<file path="config.mk">
export PLATFORM = sky130hd
export DESIGN_NAME = reset_sequencer
export DESIGN_NICKNAME = d
export VERILOG_FILES = /design/src/rtl/reset_sequencer.sv
export SDC_FILE = /design/constraint.sdc
export NUM_CORES = 1
export LEC_CHECK = 0
export CORE_ASPECT_RATIO = 1.4
export CORE_MARGIN = 10
export CORE_UTILIZATION = 53
export CTS_CLUSTER_SIZE = 30
export DETAILED_ROUTE_END_ITERATION = 7
export GPL_TIMING_DRIVEN = 0
export PLACE_DENSITY = 0.78
export SKIP_LAST_GASP = 1
export SYNTH_ARGS = -nofsm -noshare
export SYNTH_HDL_FRONTEND = slang
export SYNTH_SLANG_ARGS = --single-unit
</file>
<file path="constraint.sdc">
create_clock -name clock -period 2.4 [get_ports clock]
set_clock_uncertainty 0.1 [all_clocks]
set_input_delay 0.72 -clock clock [delete_from_list [all_inputs] [get_ports clock]]
set_output_delay 0.72 -clock clock [all_outputs]
set_load 0.005 [all_outputs]
</file>
<file path="src/rtl/reset_sequencer.sv">
// Reset generator: synchronises the master reset release, holds every channel for a
// fixed time, then releases the channels in staggered index order. Supports a masked soft reset.
module reset_sequencer #(
  parameter int NUM_CHANNELS   = 4,
  parameter int SYNC_STAGES    = 2,
  parameter int HOLD_CYCLES    = 16,
  parameter int STAGGER_CYCLES = 4
) (
  input  logic                    clock,
  input  logic                    reset,
  input  logic                    soft_reset_req,
  input  logic [NUM_CHANNELS-1:0] channel_mask,
  output logic [NUM_CHANNELS-1:0] rst_out,
  output logic                    all_released,
  output logic                    busy,
  output logic [7:0]              soft_reset_count
);

  localparam int CNT_W = $clog2(HOLD_CYCLES + (NUM_CHANNELS - 1) * STAGGER_CYCLES + 2);

  typedef enum logic [1:0] {SYNC, HOLD, RELEASE, RUN} state_t;

  state_t                  state, state_next;
  logic [SYNC_STAGES-1:0]  sync_q;
  logic [CNT_W-1:0]        cnt, cnt_next, cnt_inc;
  logic [NUM_CHANNELS-1:0] seq_mask, seq_mask_next;
  logic [NUM_CHANNELS-1:0] rst_next, release_hit;
  logic                    all_released_next;
  logic [7:0]              count_next;
  logic                    advance;

  // The chain is async-set by reset and only ever shifts zeros in, so the release
  // of the master reset reaches the sequencer purely through flops.
  // NOTE: sequential state uses non-blocking assignments so every flop samples pre-edge values.
  always_ff @(posedge clock or posedge reset) begin
    if (reset) sync_q <= '1;
    else       sync_q <= {sync_q[SYNC_STAGES-2:0], 1'b0};
  end

  always_ff @(posedge clock or posedge reset) begin
    if (reset) begin
      state            <= SYNC;
      cnt              <= '0;
      seq_mask         <= '1;
      rst_out          <= '1;
      all_released     <= 1'b0;
      soft_reset_count <= '0;
    end else begin
      state            <= state_next;
      cnt              <= cnt_next;
      seq_mask         <= seq_mask_next;
      rst_out          <= rst_next;
      all_released     <= all_released_next;
      soft_reset_count <= count_next;
    end
  end

  // cnt holds the number of edges since the sequence start edge (the edge that
  // raised the soft reset, or the edge the synchroniser output went low).
  // NOTE: every always_comb output gets a default first, so no path can infer a latch.
  always_comb begin
    state_next        = state;
    cnt_next          = cnt;
    seq_mask_next     = seq_mask;
    rst_next          = rst_out;
    all_released_next = all_released;
    count_next        = soft_reset_count;
    release_hit       = '0;
    cnt_inc           = cnt + CNT_W'(1);
    advance           = (state == HOLD) || (state == RELEASE) ||
                        ((state == SYNC) && !sync_q[SYNC_STAGES-1]);

    for (int i = 0; i < NUM_CHANNELS; i++) begin
      if (seq_mask[i] && (cnt_inc == CNT_W'(HOLD_CYCLES + i * STAGGER_CYCLES)))
        release_hit[i] = 1'b1;
    end

    case (state)
      SYNC, HOLD, RELEASE: begin
        if (advance) begin
          cnt_next = cnt_inc;
          rst_next = rst_out & ~release_hit;
          if (rst_next == '0) begin
            state_next        = RUN;
            all_released_next = 1'b1;
          end else if ((release_hit != '0) || (state == RELEASE)) begin
            state_next = RELEASE;
          end else begin
            state_next = HOLD;
          end
        end
      end
      RUN: begin
        if (soft_reset_req && (channel_mask != '0)) begin
          state_next        = HOLD;
          cnt_next          = '0;
          seq_mask_next     = channel_mask;
          rst_next          = channel_mask;
          all_released_next = 1'b0;
          if (soft_reset_count != 8'hFF) count_next = soft_reset_count + 8'd1;
        end
      end
      default: ;
    endcase
  end

  assign busy = ~all_released;

endmodule

</file>
Word-level counts from Yosys, hierarchy flattened

Index checks and enable logic that the tools add are counted.

Add/sub/neg operators: 2
Equality and inequality tests: 11
Multiplexer cells: 19
Bitwise operators: 3
Reductions and logical operators: 19

Operator list:

| cell                                                                   | count |
|---|---|
| 5-bit equality test (second input constant)                            | 4 |
| 5-bit two-way mux                                                      | 2 |
| 5-bit one-hot mux with 2 select lines                                  | 1 |
| 8-bit by 1-bit adder with 8-bit output (second input constant)         | 1 |
| 2-bit two-way mux                                                      | 4 |
| 4-bit two-way mux                                                      | 2 |
| 8-bit != test (second input constant)                                  | 1 |
| 4-bit one-hot mux with 2 select lines                                  | 1 |
| 4-bit nonzero test                                                     | 2 |
| 1-bit two-way mux                                                      | 7 |
| 1-bit logical AND                                                      | 6 |
| 2-bit != test (second input constant)                                  | 3 |
| 3-bit AND reduction                                                    | 2 |
| 5-bit by 1-bit adder with 5-bit output (second input constant)         | 1 |
| 4-bit bitwise AND                                                      | 1 |
| 2-bit equality test (second input constant)                            | 2 |
| 4-bit logical NOT                                                      | 1 |
| 4-bit inverter                                                         | 1 |
| 2-bit one-hot mux with 2 select lines                                  | 1 |
| 2-bit AND reduction                                                    | 2 |
| 1-bit logical OR                                                       | 3 |
| 3-bit OR reduction                                                     | 1 |
| 2-bit by 1-bit equality test with 1-bit output (second input constant) | 1 |
| 2-bit logical NOT                                                      | 1 |
| 3 further kinds                                                        | 3 |

Flip-flop bits (word level): 26
Input bits: 7
Output and inout port bits: 14
Logic and storage cells: 61

Logic depth before layout (Yosys ltp)

Gate-level depths: netlist of run 1.

Word-level depth: 10
Gate-level depth with buffers: 8

Least setup slack after synthesis of run 1

OpenSTA, ideal clock, no wires.

Path type: in2reg
From: input channel_mask[0]
To: register state[0]
Setup time: 134 ps
Arrival: 1,790 ps
Data required time: 2,166 ps
Setup slack: 376 ps
Stages on the path: 5
Cells stage by stage: or4_1 nand3_2 inv_1 o21ai_0 o211ai_2

Longest elaborated chain between the ends: 4

RTL lines:

| what                                 | line | RTL |
|---|---|---|
| from (decl)                          | 12   | `input logic [NUM_CHANNELS-1:0] channel_mask,` |
| 4-bit nonzero test                   | 94   | `if (soft_reset_req && (channel_mask != '0)) begin` |
| 1-bit logical AND                    | 94   |  |
| 2-bit != test (no source line)       | --   |  |
| 2-bit AND reduction (no source line) | --   |  |
| to (signal assigned)                 | 49   | `state <= state_next;` |
| to (decl)                            | 23   | `state_t state, state_next;` |

Every way passes these cells.
A chain may end at the register's enable or synchronous reset.

Worst setup path in the final report of run 1

From: input channel_mask[1]
To: register rst_out[3]

Longest elaborated chain between the ends: 4

RTL lines:

| what                                 | line | RTL |
|---|---|---|
| 4-bit nonzero test                   | 94   |  |
| 1-bit logical AND                    | 94   |  |
| 2-bit != test (no source line)       | --   |  |
| 2-bit AND reduction (no source line) | --   |  |
| to (signal assigned)                 | 52   | `rst_out <= rst_next;` |
| to (decl)                            | 13   | `output logic [NUM_CHANNELS-1:0] rst_out,` |

Every way passes these cells.

==> summary.txt, run 1 <==
Routing
  – Drt total wl: 2802 um
  – Initial DRT Pass Iterations: 5
  – Vias per Instance: 5.663
  – WL per Instance: 14.98 um
  – DRT iter0 DRCs: 31
  – DRC viols: 0
  – Total number of vias: 1,059
  – Final ANT Viol Nets: 0

Worst setup path
  – Worst reg2reg path depth: 5
  – R2r setup slk: 0.38 ns
  – Reg2reg start: cnt[0]
  – Worst-path maximum fanout: 9
  – Crit. End Element: flip-flop
  – Critical path type: primary input to flip-flop
  – Critical Path RT: 2.56 ns
  – Critical Path AT: 2.42 ns
  – Reg-to-Reg End: state[1]
  – Crit start category: primary input

Synthesis
  – Post-synth EDFFs: 0
  – Post-Syn Nets: 142
  – Synth Area in Adders: 0.05410
  – Mean Syn Cell Area: 10.76 um2
  – #FFs+latches synth: 26
  – Ys flop type: dfrtp_1
  – Sequential share of the synthesized area: 0.4779
  – XOR/XNOR Fraction of Synth Area: 0.08296
  – Largest family of logic cells by synthesized area: simple AND/OR/NAND/NOR gates
  – Synth Area in Compound Gates: 0.1506
  – Synth Cell Area: 1388 um2
  – Yosys cell types: 41
  – Synth warn: 0
  – Asr flop ratio synth: 1.000
  – Simple-gate share of the synthesized area: 0.1569
  – Multiplexer share of the synthesized area: 0.03156
  – Post-Synthesis Cells: 129

Floorplan
  – Io pins: 21
  – Die Area: 5094 um2
  – Core footprint: 2444 um2
  – Chip height: 80.54 um
  – Die width: 63.25 um
  – Site Rows: 21
  – Initial core utilization: 0.5678

Power
  – Net switching power: 817.4 uW
  – Part of the power in the clock network: 0.109
  – LEAKAGE: 0.7071 nW
  – Internal power: 1.262 mW
  – Seq pwr share: 0.402
  – PwrDens: 1242 nW/um2
  – Sw frac: 0.3930
  – Share of power burned in combinational logic: 0.489
  – Max IR drop VDD: 0.9679 mV

Placement
  – GPL Wtd Cong: 0.8932
  – Port bufs: 20
  – Setup WS pre-CTS: -0.2341 ns
  – Post-DP HPWL: 2146 um
  – Placed inst area: 1630 um2

Timing
  – Final TNS setup: 0 ns
  – Fin crit share: 0.9424
  – RSZ-0062 raised after global routing: no
  – Final Slew Violations: 0
  – Max Clock Freq: 442.1 MHz
  – Final Critical Period: 2.262 ns
  – Hold Vio Cnt, Final: 0
  – Final setup vio count: 0
  – Slew @ Worst Pin: 0.9483 ns
  – Max-slew headroom: 0.3671
  – Post-route setup slack: 0.1383 ns

Clock tree
  – Clock slew at reported path FFs: 0.14 ns
  – Clock Latency Late Sink: 0.32 ns
  – Root buf cell: clkbuf_4
  – CTS Buf Count: 3
  – CTS sink count: 26
  – Max Buffers Root-to-Sink: 2
  – H-tree level count: 1
  – Cts hold-fix bufs: 0
  – CTS tree: built

Layout
  – Share of cells above drive strength 1: 0.1765
  – Design area: 1674 um2
  – P&R area growth vs syn: 20.65%
  – Layout net count: 167
  – Ant diodes: 0
  – Filler cells: 195

Hold path
  – Hold path startpoint: sync_q[0]
  – Hold WC Path Type: flip-flop to flip-flop
  – Hold Path End: sync_q[1]
  – WHS Path Cells: 0

Global route
  – Total gr overflow: 0
  – Overall Global Routing Usage: 0.1129
  – Vias in the first global route: 1,104
  – Global-route wire length before repair: 4823 um
  – Antenna violations before repair: 0
  – Largest net degree at the start of global routing: 27

Run status
  – Status: complete, no violations

Flow run
  – Max-cap violations: 0
-- worst max-delay path by stage --
| stage | start | end | slack (ns) | cells after the start |
|---|---|---|---|---|
| finish | channel_mask[1] | rst_out[3] | 0.14 | 7 |
| global route | channel_mask[1] | cnt[2] | 0.0007 | 7 |
| CTS | channel_mask[1] | state[0] | 0.13 | 6 |
| detailed placement | channel_mask[1] | state[0] | -0.23 | 6 |
| global placement | channel_mask[1] | state[0] | -0.17 | 6 |
| floorplan | channel_mask[0] | state[0] | 0.38 | 5 |
-- sequential cells by signal, indices dropped and copies added, names as in the netlist --
signal / cells
seq_mask: 4
soft_reset_count: 8
rst_out: 4
all_released: 1
cnt: 5
state: 2
sync_q: 2
-- placed cells by master (no fill, tap or decap), types with 3 or more instances in the layout --
cell / Yosys / final
clkdlybuf4s50_1: 0 / 20
dfrtp_1: 16 / 16
nand2_1: 13 / 13
inv_1: 11 / 11
o21ai_0: 10 / 10
dfstp_2: 10 / 10
nand3_1: 7 / 7
xnor2_1: 7 / 7
ha_1: 6 / 6
a21oi_1: 4 / 4
nand4_1: 4 / 4
nor2_1: 4 / 4
mux2_2: 3 / 3
xor2_1: 3 / 3
clkbuf_4: 0 / 3
-- cell type report --
cell class	count	area [um2]	area share
Tap cell	34	42.54	0.02541
Sequential cell	26	663.1	0.3961
Buffer	3	18.77	0.01121
Inverter	11	41.29	0.02466
Multi-Input combinational cell	89	671.9	0.4013
Clock buffer	4	36.28	0.02167
Timing Repair Buffer	20	200.2	0.1196
-- through the flow --
stage	std cells	hold slack [ns]	total power, mW	utilization
detailed placement	183	0.2491	1.859	0.6672
finish	187	0.2671	2.080	0.6851
global route	187	0.2744	2.261	0.6851
global placement	183	0.2470	1.806	0.6672
CTS	187	0.2682	2.086	0.6820
floorplan	129	0.2452	1.486	-
-- synthesized netlist by cell type (3+ instances only) --
| library cell | n | share of area |
|---|---|---|
| nand4_1 | 4 | 0.018 |
| nor2_1 | 4 | 0.011 |
| nand3_1 | 7 | 0.025 |
| xor2_1 | 3 | 0.019 |
| inv_1 | 11 | 0.030 |
| mux2_2 | 3 | 0.024 |
| ha_1 | 6 | 0.054 |
| dfstp_2 | 10 | 0.19 |
| dfrtp_1 | 16 | 0.29 |
| nand2_1 | 13 | 0.035 |
| o21ai_0 | 10 | 0.036 |
| xnor2_1 | 7 | 0.044 |
| a21oi_1 | 4 | 0.014 |
-- power groups by stage --
| stage | Clock (mW) | Combinational (mW) | Sequential [mW] |
|---|---|---|---|
| floorplan | 0 | 0.675 | 0.811 |
| global placement | 0 | 0.976 | 0.829 |
| detailed placement | 0 | 1.02 | 0.843 |
| CTS | 0.229 | 1.02 | 0.835 |
| global route | 0.239 | 1.16 | 0.865 |
| finish | 0.226 | 1.02 | 0.837 |
-- what timing repair did --
item,CTS,global route
endpoints found under the setup margin,0,2
endpoints found under the hold margin,0,0
buffers inserted,0,0
resized for setup,0,1
-- per-layer routing --
| metal | GRT usage | share of wire | vias to the layer above |
|---|---|---|---|
| met5 | 0 | 0 | - |
| met4 | 0.05044 | 0.014 | 0 |
| met3 | 0.02917 | 0.056 | 5 |
| met2 | 0.2047 | 0.54 | 29 |
| met1 | 0.1207 | 0.39 | 525 |
| li1 | - | - | 500 |
-- cells by family (layout without fill, tap and decap cells) --
kind of cell,count (synthesis),in the layout
buffers and inverters,14,38
other,1,1
AND/OR/NAND/NOR,40,40
adder cells (fa/ha/maj),6,6
XOR/XNOR,11,11
multiplexers,4,4
flip-flops,26,26
AO/OA/AOI/OAI,27,27
-- worst max-delay path, stage by stage --
cell	delay [ns]
clkdlybuf4s50_1	0.44
or4_1	0.57
nand3_4	0.16
and2_1	0.15
buf_4	0.16
a21oi_1	0.05
o21ai_0	0.17
(Power assumes the default switching activity.)
==> run 2, diff against run 1 <==
--- a/config.mk
+++ b/config.mk
@@ -6,11 +6,12 @@
 export NUM_CORES = 1
 export LEC_CHECK = 0
 export CORE_ASPECT_RATIO = 1.4
-export CORE_MARGIN = 10
+export CORE_MARGIN = 2
 export CORE_UTILIZATION = 53
 export CTS_CLUSTER_SIZE = 30
 export DETAILED_ROUTE_END_ITERATION = 7
 export GPL_TIMING_DRIVEN = 0
+export HOLD_SLACK_MARGIN = 0.05
 export PLACE_DENSITY = 0.78
 export SKIP_LAST_GASP = 1
 export SYNTH_ARGS = -nofsm -noshare
==> summary.txt, run 2 (synthesis gave the netlist of run 1 again) <==
Run status
  – Status: complete, no violations

Routing
  – DRT iter0 DRCs: 12 (-61%)
  – Vias per Instance: 5.492 (-3.0%)
  – Final ANT Viol Nets: 0 (unchanged)
  – DRC viols: 0 (unchanged)
  – WL per Instance: 14.28 um (-4.7%)
  – Drt total wl: 2670 um (-4.7%)
  – Initial DRT Pass Iterations: 4 (-1)
  – Total number of vias: 1,027 (-3.0%)

Placement
  – Port bufs: 20 (unchanged)
  – Placed inst area: 1630 um2 (unchanged)
  – Post-DP HPWL: 2042 um (-4.9%)
  – Inst Count DP: 183 (unchanged)
  – GPL Wtd Cong: 0.8393 (-6.0%)
  – Setup WS pre-CTS: -0.2257 ns (+0.008428 ns)

Worst setup path
  – Worst-path maximum fanout: 9 (unchanged)
  – Crit start category: primary input
  – Reg2reg start: cnt[0]
  – Critical path type: primary input to flip-flop
  – Crit. End Element: flip-flop
  – Critical Path AT: 2.43 ns (about the same)
  – Critical Path RT: 2.56 ns (about the same)
  – Crit path launch: channel_mask[1]

Clock tree
  – CTS sink count: 26 (unchanged)
  – H-tree level count: 1 (unchanged)
  – Max Buffers Root-to-Sink: 2 (unchanged)
  – Clock slew at reported path FFs: 0.14 ns (about the same)
  – Clock Latency Late Sink: 0.33 ns (about the same)
  – CTS tree: built
  – CTS Buf Count: 3 (unchanged)
  – Root buf cell: clkbuf_4
  – Cts hold-fix bufs: 0 (unchanged)

Power
  – Total power: 2.069 mW (-0.50%)
  – PwrDens: 1242 nW/um2 (about the same)
  – Max IR drop VDD: 0.8664 mV (-10%)
  – LEAKAGE: 0.7067 nW (about the same)

Floorplan
  – Die Area: 3049 um2 (-40%)
  – Io pins: 21 (unchanged)
  – Chip height: 64.54 um (-20%)
  – Die width: 47.25 um (-25%)
  – Initial core utilization: 0.5678 (unchanged)
  – Site Rows: 21 (unchanged)
  – Core footprint: 2444 um2 (unchanged)

Layout
  – Most common cell after layout, fill and taps aside: clkdlybuf4s50_1
  – P&R area growth vs syn: 20.11%
  – Final Non-Filler Cells: 187 (unchanged)
  – Share of cells above drive strength 1: 0.1765 (unchanged)
  – Filler cells: 183 (-6.2%)
  – Most frequent cells in the layout: clkdlybuf4s50_1, dfrtp_1, nand2_1
  – Largest registers: soft_reset_count: 8 flops, cnt: 5 flops
  – Max FFs per register: 8 (unchanged)
  – Design area: 1667 um2 (-0.45%)
  – Reg with most FFs: soft_reset_count
  – Ant diodes: 0 (unchanged)
  – Layout net count: 167 (unchanged)

Timing
  – Final Critical Period: 2.264 ns (+0.002264 ns)
  – Max-slew headroom: 0.3570 (-0.01013)
  – Hold Vio Cnt, Final: 0 (unchanged)
  – Slew @ Worst Pin: 0.9635 ns (+0.01518 ns)
  – RSZ-0062 raised after global routing: no
  – Fin crit share: 0.9433 (+0.0009433)
  – Final setup vio count: 0 (unchanged)
  – Max Clock Freq: 441.7 MHz (about the same)
  – Post-route setup slack: 0.1360 ns (-0.002264 ns)
  – Final Slew Violations: 0 (unchanged)

Global route
  – Antenna violations before repair: 0 (unchanged)
  – Global-route wire length before repair: 4623 um (-4.1%)
  – Overall Global Routing Usage: 0.2050 (+0.09209)
  – Vias in the first global route: 1,080 (-2.2%)
  – Total gr overflow: 0 (unchanged)
  – Largest net degree at the start of global routing: 27 (unchanged)

Hold path
  – Hold WC Path Type: flip-flop to flip-flop
  – Hold path startpoint: sync_q[0]

Flow run
  – Max-cap violations: 0 (unchanged)
run 2: cell counts in the layout (fill, tap and decap cells not counted):
No cell type changed its count.
run 2: where the power goes:
group / total (mW) / switching (mW) / internal, mW
Sequential: 0.839 / 0.179 / 0.660
Clock: 0.226 / 0.133 / 0.0930
Combinational: 1.00 / 0.498 / 0.507
run 2: metrics by stage:
step	setup TNS, ns	util	hold slack, ns
finish	0	0.6820	0.2676
floorplan	0	-	0.2452
global placement	-1.853	0.6672	0.2471
detailed placement	-2.612	0.6672	0.2513
CTS	0	0.6820	0.2703
global route	0	0.6820	0.2732
run 2: final cells by class:
class	instances	area, um2	share of cell area
buffer	3	18.77	0.01126
clock buffer	4	36.28	0.02177
inverter	11	41.29	0.02477
multi-input combinational	89	664.4	0.3986
sequential	26	663.1	0.3979
tap	34	42.54	0.02553
timing repair buffer	20	200.2	0.1201
run 2: per-layer routing:
metal	vias to the layer above	track usage	wire, um
li1	499	-	-
met1	504	0.2436	1111
met2	17	0.3497	1451
met3	7	0.02507	48
met4	0	0.09028	59
met5	-	0	0
run 2: worst max-delay path: stages:
cell and delay [ns]:
clkdlybuf4s50_1 0.44, or4_1 0.53, nand3_2 0.18, and2_1 0.16, buf_4 0.17, a21oi_1 0.06, o2bb2ai_1 0.17
run 2: path summary, 6_finish.rpt:
| check | to | depth (start not counted) | slack [ns] |
|---|---|---|---|
| max | rst_out[1] | 7 | 0.14 |
| min | sync_q[1] | 0 | 0.27 |
| max reg2reg | state[1] | 6 | 0.40 |
| min reg2reg | sync_q[1] | 0 | 0.27 |
| max in group asynchronous | state[0] | 2 | 0.82 |
| min in group asynchronous | cnt[0] | 2 | 0.80 |
run 2: repair_timing:
action	CTS	global route
setup buffers	0	0
gates resized for setup	0	1
setup endpoints to repair	0	1
==> run 3, diff against run 2 <==
--- a/config.mk
+++ b/config.mk
@@ -13,6 +13,7 @@
 export GPL_TIMING_DRIVEN = 0
 export HOLD_SLACK_MARGIN = 0.05
 export PLACE_DENSITY = 0.78
+export SKIP_CTS_REPAIR_TIMING = 1
 export SKIP_LAST_GASP = 1
 export SYNTH_ARGS = -nofsm -noshare
 export SYNTH_HDL_FRONTEND = slang
==> results of run 3 <==
Final layout, timing and power as in run 2 (identical DEF).
